===== config.mk =====
export PLATFORM = sky130hd
export DESIGN_NAME = cfg_write_sequencer
export DESIGN_NICKNAME = d
export VERILOG_FILES = /design/src/rtl/cfg_seq_pkg.sv /design/src/rtl/cfg_seq_fifo.sv /design/src/rtl/cfg_write_sequencer.sv
export SDC_FILE = /design/constraint.sdc
export NUM_CORES = 1
export LEC_CHECK = 0
export ABC_AREA = 1
export CELL_PAD_IN_SITES_DETAIL_PLACEMENT = 0
export CELL_PAD_IN_SITES_GLOBAL_PLACEMENT = 1
export CORE_ASPECT_RATIO = 0.6
export CORE_MARGIN = 2
export CORE_UTILIZATION = 47
export CTS_BUF_LIST = sky130_fd_sc_hd__clkbuf_8
export DETAILED_ROUTE_END_ITERATION = 7
export GPL_TIMING_DRIVEN = 0
export PLACE_DENSITY_LB_ADDON = 0.12
export SYNTH_ARGS = -nofsm -noshare
export SYNTH_HDL_FRONTEND = slang
export SYNTH_SLANG_ARGS = --single-unit

===== constraint.sdc =====
create_clock -name clk -period 6.8 [get_ports clk]
set_clock_uncertainty 0.05 [all_clocks]
set_input_delay 1.36 -clock clk [delete_from_list [all_inputs] [get_ports clk]]
set_output_delay 1.36 -clock clk [all_outputs]
set_load 0.05 [all_outputs]

===== src/rtl/cfg_seq_pkg.sv =====
// Shared types and register map for the config write sequencer.
package cfg_seq_pkg;

  typedef enum logic [2:0] {
    IDLE,
    SEND_LO,
    SEND_HI,
    WAIT_START,
    WAIT_DONE
  } state_e;

  localparam logic [5:0] ADDR_LOADER_LO = 6'h08;
  localparam logic [5:0] ADDR_LOADER_HI = 6'h0C;
  localparam logic [5:0] ADDR_STAGE_LO  = 6'h10;
  localparam logic [5:0] ADDR_PUSH_HI   = 6'h14;
  localparam logic [5:0] ADDR_CTRL      = 6'h18;

  localparam int ENTRY_W = 48;
  typedef logic [ENTRY_W-1:0] entry_t;

endpackage


===== src/rtl/cfg_seq_fifo.sv =====
// Entry queue for the sequencer; flush takes effect before a same-cycle push.
module cfg_seq_fifo
  import cfg_seq_pkg::*;
#(
  parameter int DEPTH = 4
) (
  input  logic                     clk,
  input  logic                     rst_n,
  input  logic                     push,
  input  entry_t                   push_data,
  input  logic                     pop,
  input  logic                     flush,
  output entry_t                   head,
  output logic [$clog2(DEPTH):0]   count,
  output logic                     full,
  output logic                     empty
);

  localparam int PW = $clog2(DEPTH);
  localparam logic [PW:0] DEPTH_C = (PW+1)'(DEPTH);

  entry_t        mem [DEPTH];
  logic [PW-1:0] rptr;
  logic [PW-1:0] wptr;
  logic [PW-1:0] waddr;
  logic          push_ok;
  logic          pop_ok;

  assign full    = (count == DEPTH_C);
  assign empty   = (count == '0);
  assign pop_ok  = pop && !empty && !flush;
  // A full FIFO still accepts a push when the head leaves in the same cycle.
  assign push_ok = push && (flush || !full || pop_ok);
  assign waddr   = flush ? '0 : wptr;
  assign head    = mem[rptr];

  always_ff @(posedge clk or negedge rst_n) begin
    if (!rst_n) begin
      rptr  <= '0;
      wptr  <= '0;
      count <= '0;
    end else if (flush) begin
      rptr  <= '0;
      wptr  <= push_ok ? PW'(1) : '0;
      count <= push_ok ? (PW+1)'(1) : '0;
    end else begin
      if (push_ok) wptr <= wptr + PW'(1);
      if (pop_ok)  rptr <= rptr + PW'(1);
      case ({push_ok, pop_ok})
        2'b10:   count <= count + (PW+1)'(1);
        2'b01:   count <= count - (PW+1)'(1);
        default: count <= count;
      endcase
    end
  end

  always_ff @(posedge clk) begin
    if (push_ok) mem[waddr] <= push_data;
  end

endmodule


===== src/rtl/cfg_write_sequencer.sv =====
// Host-to-loader config write sequencer: queues 48-bit entries and replays each as a LO/HI write pair.
// Optional build macro CFG_SEQ_DONE_IRQ_EN enables the done_irq completion pulse.
module cfg_write_sequencer
  import cfg_seq_pkg::*;
#(
  parameter int DEPTH = 4
) (
  input  logic                     clk,
  input  logic                     rst_n,
  input  logic                     host_wr,
  input  logic [5:0]               host_addr,
  input  logic [31:0]              host_wdata,
  output logic                     write_req,
  output logic [5:0]               address,
  output logic [31:0]              data_out,
  input  logic                     loader_busy,
  output logic [$clog2(DEPTH):0]   fifo_count,
  output logic                     full,
  output logic                     overflow,
  output logic                     idle,
  output logic                     done_irq
);

  state_e      state;
  entry_t      cur_entry;
  entry_t      head;
  logic [31:0] staged_lo;
  logic        inflight_live;
  logic        fifo_empty;
  logic        wr_stage, wr_push, wr_ctrl;
  logic        flush, ovf_clr, pop, pop_eff, drop, start;

  assign wr_stage = host_wr && (host_addr == ADDR_STAGE_LO);
  assign wr_push  = host_wr && (host_addr == ADDR_PUSH_HI);
  assign wr_ctrl  = host_wr && (host_addr == ADDR_CTRL);
  assign flush    = wr_ctrl && host_wdata[1];
  assign ovf_clr  = wr_ctrl && host_wdata[0];

  // A flushed entry must not be popped later, or it would take a newer entry with it.
  assign pop      = (state == SEND_HI) && inflight_live;
  assign pop_eff  = pop && !fifo_empty && !flush;
  assign drop     = wr_push && full && !pop_eff && !flush;
  assign start    = (state == IDLE) && !fifo_empty && !loader_busy && !flush;
  assign idle     = fifo_empty && (state == IDLE) && !loader_busy;

  cfg_seq_fifo #(.DEPTH(DEPTH)) u_fifo (
    .clk       (clk),
    .rst_n     (rst_n),
    .push      (wr_push),
    .push_data ({host_wdata[15:0], staged_lo}),
    .pop       (pop),
    .flush     (flush),
    .head      (head),
    .count     (fifo_count),
    .full      (full),
    .empty     (fifo_empty)
  );

  always_ff @(posedge clk or negedge rst_n) begin
    if (!rst_n) begin
      staged_lo <= '0;
      overflow  <= 1'b0;
    end else begin
      if (wr_stage) staged_lo <= host_wdata;
      if (drop)         overflow <= 1'b1;
      else if (ovf_clr) overflow <= 1'b0;
    end
  end

  always_ff @(posedge clk) begin
    if (start) cur_entry <= head;
  end

  always_ff @(posedge clk or negedge rst_n) begin
    if (!rst_n) begin
      state         <= IDLE;
      inflight_live <= 1'b0;
      write_req     <= 1'b0;
      address       <= '0;
      data_out      <= '0;
    end else begin
      write_req <= 1'b0;
      address   <= '0;
      data_out  <= '0;
      case (state)
        IDLE: begin
          if (start) begin
            state         <= SEND_LO;
            inflight_live <= 1'b1;
            write_req     <= 1'b1;
            address       <= ADDR_LOADER_LO;
            data_out      <= head[31:0];
          end
        end
        SEND_LO: begin
          state     <= SEND_HI;
          write_req <= 1'b1;
          address   <= ADDR_LOADER_HI;
          data_out  <= {16'h0, cur_entry[47:32]};
          if (flush) inflight_live <= 1'b0;
        end
        SEND_HI: begin
          state         <= WAIT_START;
          inflight_live <= 1'b0;
        end
        WAIT_START: state <= WAIT_DONE;
        WAIT_DONE: begin
          if (!loader_busy) state <= IDLE;
        end
        default: state <= IDLE;
      endcase
    end
  end

`ifdef CFG_SEQ_DONE_IRQ_EN
  always_ff @(posedge clk or negedge rst_n) begin
    if (!rst_n) begin
      done_irq <= 1'b0;
    end else begin
      done_irq <= (state == WAIT_DONE) && !loader_busy && (fifo_empty || flush) && !wr_push;
    end
  end
`else
  assign done_irq = 1'b0;
`endif

endmodule


# Word level (Yosys, flattened, before mapping)
# Memories as Yosys holds them, arrays and structs flattened.
# Cells that the tools add are included.
# op_classes
n_eq_ne	13
n_reduce_logical	33
mux	25
add_sub_neg	4
# op_table
cell	count
case mux 32 bit (2 select lines)	1
2-to-1 mux 32 bit	1
== test 6 x 5 -> 1 bit (second input constant)	3
logical AND 1 bit	17
case mux 3 bit (5 select lines)	1
2-to-1 mux 2 bit	5
2-to-1 mux 1 bit	9
2-to-1 mux 3 bit	3
case mux 4 bit (2 select lines)	1
== test 3 x 2 -> 1 bit (second input constant)	2
== test 3 bit (second input constant)	2
logical NOT 3 bit	2
case mux 3 bit (2 select lines)	1
nonzero test 2 bit	3
nonzero test 3 bit	2
logical NOT 1 bit	5
adder 2 x 1 -> 2 bit (second input constant)	2
2-to-1 mux 4 bit	1
!= test 2 bit (second input constant)	2
adder 3 x 1 -> 3 bit (second input constant)	1
== test 3 x 1 -> 1 bit (second input constant)	1
case mux 1 bit (3 select lines)	1
AND reduction 3 bit	1
subtractor 3 x 1 -> 3 bit (second input constant)	1
other kinds (6)	7
# totals
memories	1
regBits	131
inputBits	42
ram_bits	192
output_inout_bits	46
# memory_table
memory	depth	width	rd	rd_clocked_by_memory_dff	write_ports	line_no	text
u_fifo.mem	4	48	1	0	1	cfg_seq_fifo.sv:22	entry_t mem [DEPTH];

# Longest topological paths before layout
# logic_depth
ltp_word	10
ltp_mapped	13
depth_no_buf	12

# Cells and area by module
# Synthesis repeated with hierarchy kept, for this count alone.
# unflattened
cells_unflattened	866
area_unflattened_um2	11065.6
# by_module_without_submodules
module	cells_each	seq_area_each_um2	n_inst	area_each_um2
cfg_seq_fifo	532	5940.7	1	7613.6
cfg_write_sequencer	334	2257.2	1	3452.1

# Least setup slack after synthesis
# OpenSTA, ideal clock, no wires.
# synth_path
path_type	input to register
start	input port host_addr[2]
end	memory u_fifo.mem[1][0] (netlist bit) (enable)
slack_ns	-0.381
required_ns	6.177
t_arrival_ns	6.558
stages	7
path_cell_list	inv_1 nand2_1 nor2_2 nand3_2 nand2_1 nand2_2 nor4_1
# synth_between
elab_chain_cells	9
elab_cells_between_ends	13
classes_between	eq/ne: 2; mux: 3; reduce/logical: 8
# synth_rtl
item	line_no	text
from (decl)	cfg_write_sequencer.sv:11	input logic [5:0] host_addr,
== test 6 x 5 -> 1 bit	cfg_write_sequencer.sv:35	assign wr_ctrl = host_wr && (host_addr == ADDR_CTRL);
logical AND 1 bit	cfg_write_sequencer.sv:35	
logical AND 1 bit	cfg_write_sequencer.sv:36	assign flush = wr_ctrl && host_wdata[1];
logical NOT 1 bit	cfg_seq_fifo.sv:31	assign pop_ok = pop && !empty && !flush;
logical AND 1 bit	cfg_seq_fifo.sv:31	
logical OR 1 bit	cfg_seq_fifo.sv:33	assign push_ok = push && (flush || !full || pop_ok);
logical AND 1 bit	cfg_seq_fifo.sv:33	
2-to-1 mux 1 bit	cfg_seq_fifo.sv:58	if (push_ok) mem[waddr] <= push_data;
2-to-1 mux 1 bit (implied by the code)	cfg_seq_fifo.sv:58	
to (decl)	cfg_seq_fifo.sv:22	
# Several ways; a longest one is shown, not always the timed one.

# Worst setup path after layout
# layout_path
start	input port loader_busy
end	output port idle
# layout_between
elab_chain_cells	2
# layout_rtl
item	line_no	text
from (decl)	cfg_write_sequencer.sv:16	input logic loader_busy,
logical NOT 1 bit	n/a	
logical AND 1 bit	cfg_write_sequencer.sv:44	assign idle = fifo_empty && (state == IDLE) && !loader_busy;
to (decl)	cfg_write_sequencer.sv:20	output logic idle,
# Every way passes these cells.

==> impl_metrics.ini <==
[status]
status = complete, no violations

[critical_path]
r2r-start = state[2]
cp_max_fo = 2
crit_path_start_kind = primary input
crit_start = loader_busy
crit_type = in -> out
worstPathArrival_ns = 2.86
worst_setup_path_end_kind = primary output
cp.required_ns = 5.39

[drt]
viasPerCell = 5.31
drtAntennaViolNets = 0
route.detailed.wl_per_inst_um = 20.5
first_iter_violations = 619
remaining_drc_errors = 0
vias = 6601
routed_wirelength_um = 25500
first_pass_iters = 5

[pwr]
p_int_uw = 3200
p_leak_uw = 0.00505
seqPwrFrac_pct = 43.3
pwr-share-comb_pct = 31.1
clkPwrFrac_pct = 25.6
p_sw_share_pct = 35.7
power_uw = 4970
power_density_nw_per_um2 = 381
peakVddDrop_uv = 225
switchingPower_uw = 1770

[global_route]
track_usage_pct = 21.7
grt_pass1_wl_um = 38600
overflow = 0
grt_pass1_vias = 6731
grt_max_degree = 46
antenna_found_initial = 0

[yosys]
synth_top_area_share_pct = 57.7
ys_seq_area_share_pct = 75.7
synth-edff-count = 208
synth_mux_area_share_pct = 4.19
synth-simple-area-share_pct = 7.57
synth_compound_area_share_pct = 8.84
ys_seq_elements = 286
synth-xor-area-share_pct = 0.162
synth_area_um2 = 10800
synthArstFlopShare_pct = 27.3
syn_inst = 759
yosysTopAreaCell = edfxtp_1
ys.flop_type = edfxtp_1
synth_warnings = 0
synth_top_family_by_area = compound AO/OA/AOI/OAI gates
synthTopCellsByArea = edfxtp_1 58%, dfrtp_1 18%, nor2_1 4.9%, o21ai_0 4.7%, mux2_4 3.9%
yosys.area_share.adder_pct = 0.185
ys_types = 33
syn_avg_cell_area_um2 = 14.3

[timing]
relSlewSlack_pct = 43.8
min_period_ns = 4.27
drv_slew = 0
hold_viol_final = 0
max_clock_freq_ghz = 0.234
finalCritPeriodShare_pct = 62.7
rsz0062_at_grt = no
worst_slew_pin_slew_ns = 0.841
finalSetupViolations = 0
hold_slack_ns = 0.429
tns_ns = 0

[layout]
area_growth_pct = 20.5
drive_above_1_share_pct = 15.4
layout_commonest_cell = edfxtp_1
mostFrequentLayoutCells = 208 x edfxtp_1, 141 x nor2_1, 101 x o21ai_0, 81 x clkdlybuf4s50_1, 78 x dfrtp_1
n_antenna_cell = 0
layout.nets = 944
final_util_pct = 58.5
final_cells = 1242

[clocking]
post_cts_buffers = 0
max-clock-path-buffers = 3
cts_resized = 0
cts_hold_buf = 0
cts_tree = done
worst_skew_pair.late_latency_ns = 0.54
h-tree-depth = 2
root_buffer = clkbuf_8
clock_sinks = 286
cts.clk_slew.worst_paths_ns = 0.06
numCtsBuffers = 41

[floorplan]
die_w_um = 200
core_area_um2 = 22300
row_count = 42
die-area_um2 = 24300
ioPinCount = 88
chipHeight_um = 122
initial_core_util_pct = 48.5

[hold_path]
holdCritPathClass = reg -> reg
min_from = cur_entry[42]

[run]
maxCapViolations = 0

[placement]
post-place-cells = 1166
place_hpwl_um = 16300
gp_congestion = 0.788
port_buffers = 82
==> logic make-up after synthesis <==
logic type | after synthesis
and+or+nand+nor | 199
DFF | 286
AOI/OAI and AO/OA | 167
muxes | 31
buffers and inverters | 72
xor gates and xnor gates | 2
adders and majority gates | 1
other | 1
==> synthesized netlist by cell type, types with 2 or more instances <==
library cell / number
a22o_1: 16
a21oi_2: 5
nand4_1: 2
nand2_1: 33
inv_1: 23
mux2_2: 3
inv_2: 3
o21ai_0: 101
buf_2: 14
clkbuf_1: 18
nor2_1: 142
nand3_1: 8
a21oi_1: 12
nand2_2: 3
nor3_1: 4
nor2_2: 2
mux2_4: 28
dfrtp_1: 78
edfxtp_1: 208
nand3_2: 2
o22ai_1: 32
buf_6: 5
buf_4: 7
==> final cells by class <==
cell class | count | area (um2)
Tap cell | 308 | 385
Clock buffer | 48 | 661
Multi-Input combinational cell | 405 | 2320
Fill cell | 1748 | 9280
Buffer | 45 | 262
Clock inverter | 28 | 113
Inverter | 27 | 101
Timing Repair Buffer | 95 | 1010
Sequential cell | 286 | 8200
==> power by group through the flow <==
stage	Combinational (uW)	Clock, uW	Sequential (uW)
floorplan	754	0	2400
global placement	1500	0	2180
detailed placement	1540	0	2190
CTS	1550	1300	2150
global route	1670	1380	2170
finish	1540	1270	2150
==> worst paths after layout <==
kind	endpoint	slack (ns)	depth (start not counted)
setup reg to reg	u_fifo.mem[0][45]	4.11	11
min in group asynchronous	data_out[12]	0.72	1
hold / removal	data_out[10]	0.43	1
hold reg to reg	data_out[10]	0.43	1
max in group asynchronous	state[0]	5.34	2
setup / recovery	idle	2.53	5
==> metrics by stage <==
step	worst slack (ns)	instance area, um2
2_1_floorplan	0.958	10900
3_3_place_gp	-2.52	12100
3_5_place_dp	2.51	12300
4_1_cts	2.52	13100
5_1_grt	2.47	13100
6_report	2.53	13100
==> routing by layer <==
layer | vias up | routed length [um] | GRT usage (%)
met5 | - | 0 | 0
met1 | 3314 | 11500 | 31.6
met2 | 239 | 11700 | 33.7
li1 | 3010 | - | -
met4 | 0 | 393 | 5.28
met3 | 38 | 1920 | 4.46
==> sequential cells by signal, summed over array words and instances (netlist names) <==
name           cells
u_fifo.wptr        2
overflow           1
state              3
data_out          32
staged_lo         32
cur_entry         16
u_fifo.count       3
write_req          1
inflight_live      1
address            1
u_fifo.mem       192
u_fifo.rptr        2
==> worst max-delay path: stages <==
cell and delay (ns):
clkdlybuf4s50_1 0.45, inv_1 0.07, nand2_1 0.07, nor2_1 0.10, clkdlybuf4s50_1 0.81
No activity file was read; power rests on OpenSTA's default activity.
